<file path="src/rtl/joy_db9md_scan.sv">
// Time-multiplexed Mega Drive pad reader for one shared DB9/SNAC bus.
// Scans NPORTS pads in turn, detecting presence and 3/6-button type per port.
module joy_db9md_scan #(
  parameter int NPORTS   = 2,
  parameter int STEP_CYC = 400,
  parameter int IDLE_CYC = 80000
) (
  input  logic                                       clk,
  input  logic                                       reset_n,
  input  logic                                       scan_en,
  input  logic [5:0]                                 joy_in,
  output logic                                       joy_mdsel,
  output logic [((NPORTS > 1) ? $clog2(NPORTS) : 1)-1:0] port_sel,
  output logic [12*NPORTS-1:0]                       joystick,
  output logic [NPORTS-1:0]                          pad_present,
  output logic [NPORTS-1:0]                          pad_6btn,
  output logic                                       frame_done
);

  // state  | meaning
  // IDLE   | select high so 6-button pads reset; counts IDLE_CYC clocks
  // SCAN   | eight select phases of STEP_CYC clocks, sampling on the last clock
  // COMMIT | one clock: publish scratch to the current port, advance port_sel

  localparam int PW   = (NPORTS > 1) ? $clog2(NPORTS) : 1;
  localparam int CMAX = (STEP_CYC > IDLE_CYC) ? STEP_CYC : IDLE_CYC;
  localparam int CW   = $clog2(CMAX + 1);

  localparam logic [CW-1:0] STEP_LAST = CW'(STEP_CYC - 1);
  localparam logic [CW-1:0] IDLE_LAST = CW'(IDLE_CYC - 1);
  localparam logic [PW-1:0] PORT_LAST = PW'(NPORTS - 1);

  typedef enum logic [1:0] {S_IDLE, S_SCAN, S_COMMIT} state_t;

  state_t               state_q, state_d;
  logic [CW-1:0]        cnt_q, cnt_d;
  logic [2:0]           phase_q, phase_d;
  logic [11:0]          word_q, word_d;
  logic                 present_q, present_d;
  logic                 six_q, six_d;
  logic                 mdsel_q, mdsel_d;
  logic [PW-1:0]        port_q, port_d;
  logic [12*NPORTS-1:0] joy_q, joy_d;
  logic [NPORTS-1:0]    pres_q, pres_d;
  logic [NPORTS-1:0]    btn6_q, btn6_d;
  logic                 done_q, done_d;

  logic [5:0] in_hi;
  logic       step_end;
  logic       idle_end;

  assign in_hi    = ~joy_in;
  assign step_end = (cnt_q == STEP_LAST);
  assign idle_end = (cnt_q == IDLE_LAST);

  always_comb begin
    state_d   = state_q;
    cnt_d     = cnt_q;
    phase_d   = phase_q;
    word_d    = word_q;
    present_d = present_q;
    six_d     = six_q;
    port_d    = port_q;
    joy_d     = joy_q;
    pres_d    = pres_q;
    btn6_d    = btn6_q;
    done_d    = 1'b0;

    case (state_q)
      S_IDLE: begin
        if (!idle_end) begin
          cnt_d = cnt_q + 1'b1;
        end else if (scan_en) begin
          state_d   = S_SCAN;
          cnt_d     = '0;
          phase_d   = 3'd0;
          word_d    = 12'h000;
          present_d = 1'b0;
          six_d     = 1'b0;
        end
      end

      S_SCAN: begin
        if (!step_end) begin
          cnt_d = cnt_q + 1'b1;
        end else begin
          cnt_d   = '0;
          phase_d = phase_q + 3'd1;
          if (phase_q == 3'd7) state_d = S_COMMIT;
          case (phase_q)
            3'd0: word_d[5:0] = {in_hi[5], in_hi[4], in_hi[0], in_hi[1], in_hi[2], in_hi[3]};
            3'd1: begin
              // Left and Right both low while select is low marks a pad
              present_d   = (joy_in[3:2] == 2'b00);
              word_d[7:6] = in_hi[5:4];
            end
            3'd5: six_d = (joy_in[3:0] == 4'h0);
            3'd6: if (six_q) word_d[11:8] = {in_hi[0], in_hi[1], in_hi[2], in_hi[3]};
            default: ;
          endcase
        end
      end

      S_COMMIT: begin
        joy_d[12*port_q +: 12] = present_q ? (six_q ? word_q : {4'h0, word_q[7:0]}) : 12'h000;
        pres_d[port_q] = present_q;
        btn6_d[port_q] = present_q & six_q;
        done_d         = 1'b1;
        port_d         = (port_q == PORT_LAST) ? '0 : port_q + 1'b1;
        state_d        = S_IDLE;
        cnt_d          = '0;
      end

      default: state_d = S_IDLE;
    endcase

    mdsel_d = (state_d == S_SCAN) ? ~phase_d[0] : 1'b1;
  end

  always_ff @(posedge clk) begin
    if (!reset_n) begin
      state_q   <= S_IDLE;
      cnt_q     <= '0;
      phase_q   <= 3'd0;
      word_q    <= 12'h000;
      present_q <= 1'b0;
      six_q     <= 1'b0;
      mdsel_q   <= 1'b1;
      port_q    <= '0;
      joy_q     <= '0;
      pres_q    <= '0;
      btn6_q    <= '0;
      done_q    <= 1'b0;
    end else begin
      state_q   <= state_d;
      cnt_q     <= cnt_d;
      phase_q   <= phase_d;
      word_q    <= word_d;
      present_q <= present_d;
      six_q     <= six_d;
      mdsel_q   <= mdsel_d;
      port_q    <= port_d;
      joy_q     <= joy_d;
      pres_q    <= pres_d;
      btn6_q    <= btn6_d;
      done_q    <= done_d;
    end
  end

  assign joy_mdsel   = mdsel_q;
  assign port_sel    = port_q;
  assign joystick    = joy_q;
  assign pad_present = pres_q;
  assign pad_6btn    = btn6_q;
  assign frame_done  = done_q;

endmodule

</file>
<file path="config.mk">
export PLATFORM = sky130hd
export DESIGN_NAME = joy_db9md_scan
export DESIGN_NICKNAME = d
export VERILOG_FILES = /design/src/rtl/joy_db9md_scan.sv
export SDC_FILE = /design/constraint.sdc
export NUM_CORES = 1
export LEC_CHECK = 0
export ABC_CLOCK_PERIOD_IN_PS = 2460
export CAP_MARGIN = 10
export CORE_MARGIN = 4
export CORE_UTILIZATION = 35
export CTS_BUF_LIST = sky130_fd_sc_hd__clkbuf_16
export DETAILED_ROUTE_END_ITERATION = 16
export RECOVER_POWER = 100
export SYNTH_ARGS = -nofsm -noshare
export SYNTH_HDL_FRONTEND = slang
export SYNTH_SLANG_ARGS = --single-unit
</file>
<file path="constraint.sdc">
create_clock -name clk -period 2.46 [get_ports clk]
set_clock_uncertainty 0.15 [all_clocks]
set_input_delay 0.492 -clock clk [delete_from_list [all_inputs] [get_ports clk]]
set_output_delay 0.492 -clock clk [all_outputs]
set_load 0.02 [all_outputs]
</file>
==> results by group <==
Run status
  • Status: completed

Floorplan
  • Core area: 8380 sq um
  • Die Y: 102 microns
  • Die Wd: 102 microns
  • Row Count: 33
  • Io pins: 40
  • Starting Density: 0.365
  • Die area: 10300 sq um

Critical path
  • CP Data Required Time: 2.56 ns
  • CP Cell Sequence: or4_4, nor2_2, nand3_1, a21oi_4, mux2i_1
  • CP Capture Type: flop
  • Reg-to-Reg Start: cnt_q[9]$_SDFFE_PN0P_
  • Kind of start point of the critical path: flop
  • R2R Path End: word_q[1]$_SDFFE_PN0P_
  • R2R depth: 5
  • Crit Path Category: flop to flop
  • Slowest cell on crit path: or4_4
  • Slowest cell delay on critical path: between 0.5 and 0.6 ns
  • Crit path arrival time: 2.38 ns
  • CP Max Fanout: 10
  • Flop-to-flop setup slack: approximately 0.18 ns

Logic synthesis
  • #FFs+latches synth: 67
  • Count leader, synth: dfxtp_1
  • Synth top area share: 0.438
  • Syn Inst Count: 359
  • Fraction of registers with async set/reset: 0
  • Synth area leader: dfxtp_1
  • Seq/Total Area, Yosys: 0.438
  • Synth cell types: 47
  • Synth warn: 0
  • Post-synth top flop: dfxtp_1
  • Syn nets: 378
  • Number of flops mapped to enable cells by yosys: 0
  • Leading cell types by count after synthesis: dfxtp_1 (67), nand2_1 (60), a21oi_1 (39)
  • Syn_area_per_cell: 8.53 sq um
  • Post-synthesis cell area: 3060 sq um
  • Top area cells in the synthesized netlist: dfxtp_1 (44%), nand2_1 (7.4%), a21oi_1 (6.4%)

Clocking
  • Num Clock Sinks: 67
  • Hold buffer count at CTS: 0
  • Clk slew on worst S/H paths: 0.06 ns
  • CTS max path bufs: 2
  • CTS-repair resized insts: 0
  • CTS tree: done
  • Root Buffer: clkbuf_16
  • Clock Latency Late Sink: approximately 0.32 ns
  • CTS Buf Count: 9
  • Post-CTS Setup Inserts: 0
  • H-tree depth: 3

Worst hold path
  • Hold EP: joystick[7]$_SDFFE_PN0P_
  • HP Start: joystick[7]$_SDFFE_PN0P_
  • Hold Path Cell Cnt: 2
  • Hold Path Class: flop to flop

Power and ir drop
  • Clock power frac: 0.525
  • Internal power: 0.00190 W
  • Comb pwr share: 0.021
  • Max rail drop VDD: 357 uV
  • Power per standard cell area: 620 nW/um^2
  • Reg power frac: 0.454
  • Switching power: approximately 0.00051 W
  • Switching share of power: 0.211
  • Pleak: 1.40 nW

Detailed routing
  • Via count: 2632
  • Initial DRC Count: 97
  • Wire length per cell: 13.8 microns
  • Final ANT Viol Nets: 0
  • DRC viols: 0
  • 1st-pass router iterations: 4
  • Vias per inst: 5.11
  • DRT Wirelength: 7130 microns

Placed design
  • Routability cong.: 0.884
  • Placed Cells: roughly 500
  • Pre-CTS WS: 0.112 ns
  • Port Buffers: 39
  • Dpl hpwl: 5230 microns

Global routing
  • Largest net degree at the start of global routing: 25
  • GRT Total Usage: 0.148
  • Vias in the first global route: 2593
  • Overflow after GRT: 0
  • Initial antenna violation count: 0
  • Global-route wire length before repair: between 10000 and 15000 microns

Timing
  • Max Freq: 0.438 GHz
  • Final setup vio count: 0
  • Worst Max-Slew Pin Slew: between 0.9 and 1 ns
  • Ratio of final minimum period to clock period: 0.928
  • RSZ-0062 raised after global routing: false
  • Setup TNS Final: 0 ns
  • Final Slew Violations: 0
  • Final setup margin: 0.177 ns
  • Minimum clock period: 2.28 ns
  • Final Hold Slack: 0.299 ns
  • Hold violation total from the final report: 0
  • Max_slew headroom: 0.349

Final layout
  • Final nets: 424
  • Ant diodes: 0
  • Synth-to-Final Area Change: 26.8%
  • Layout Cells excl Fill: 515
  • Final Util: 0.464
  • Fill cells: between 800 and 900
  • Share of layout cells above drive strength 1: 0.0927

Run
  • Max_cap viols: 0
==> stage by stage <==
stage | power (W) | area, sq um
floorplan | 0.00115 | 3060
global placement | 0.00117 | 3600
detailed placement | 0.00117 | 3600
CTS | 0.00244 | 3900
global route | 0.00250 | 3880
finish | 0.00241 | 3880
==> metal layers <==
metal	up-vias	track usage	routed length [microns]
met1	1209	0.192	3340
met2	53	0.245	3410
met3	6	0.0331	319
met4	0	0.0481	55
met5	-	0	0
li1	1364	-	-
==> flip-flops by register name, summed over array words and instances (netlist names), 2 cells and up <==
name	count
phase_q	3
joystick	24
pad_present	2
word_q	12
state_q	2
cnt_q	17
pad_6btn	2
==> power groups by stage <==
stage               combinational (W)  clock [W]  sequential (W)
global placement            0.0000512          0         0.00112
global route                0.0000564    0.00135         0.00109
finish                      0.0000513    0.00126         0.00109
floorplan                   0.0000295          0         0.00112
detailed placement          0.0000522          0         0.00112
CTS                         0.0000524    0.00130         0.00109
==> layout by cell type, fill, tap and decap left out, drive strengths merged, types with 5 or more instances in the layout <==
cell type / instances
clkbuf: 12
a31oi: 5
ha: 10
dlygate4sd3: 31
or3: 8
nor2: 18
xor2: 11
nand4: 5
o21ai: 13
nand3: 33
clkdlybuf4s50: 8
nand2: 60
inv: 8
buf: 11
a21oi: 42
dfxtp: 67
mux2i: 14
nor4: 5
==> cells by family (layout without fill, tap and decap cells) <==
group	count (synthesis)	after routing	share of synthesized area
AO/OA/AOI/OAI	74	74	0.148
XOR/XNOR	12	12	0.0343
adder cells (fa/ha/maj)	10	10	0.0408
buffers and inverters	25	76	0.0384
flip-flops	67	67	0.438
multiplexers	14	14	0.0458
AND/OR/NAND/NOR	157	157	0.255
==> final cells by class <==
cell class / instances / area (sq um) / area share
clock buffers: 9 / 225 / 0.0580
multi-input cells: 267 / 1600 / 0.412
inverters: 7 / 26.3 / 0.00676
clock inverters: 7 / 76.3 / 0.0196
flip-flops and latches: 67 / 1340 / 0.345
well taps: 105 / 131 / 0.0338
repair buffers: 53 / 484 / 0.125
==> worst max-delay path: cells and delay by family (launching register included) <==
kind             cells  cell delay, ns
AO/OA/AOI/OAI        1            0.35
flip-flops           1            0.35
multiplexers         1            0.23
AND/OR/NAND/NOR      3            1.12
==> worst max path at each step <==
stage	startpoint	endpoint	slack, ns	cells past startpoint
after floorplan	cnt_q[11]$_SDFFE_PN0P_	cnt_q[0]$_SDFFE_PN0P_	0.40	6
after global placement	scan_en	cnt_q[2]$_SDFFE_PN0P_	0.19	7
after detailed placement	scan_en	cnt_q[2]$_SDFFE_PN0P_	0.11	7
after CTS	cnt_q[9]$_SDFFE_PN0P_	word_q[1]$_SDFFE_PN0P_	0.16	5
after global routing	cnt_q[9]$_SDFFE_PN0P_	word_q[1]$_SDFFE_PN0P_	0.05	5
final	cnt_q[9]$_SDFFE_PN0P_	word_q[1]$_SDFFE_PN0P_	0.18	5
No activity file was read; power rests on OpenSTA's default activity.
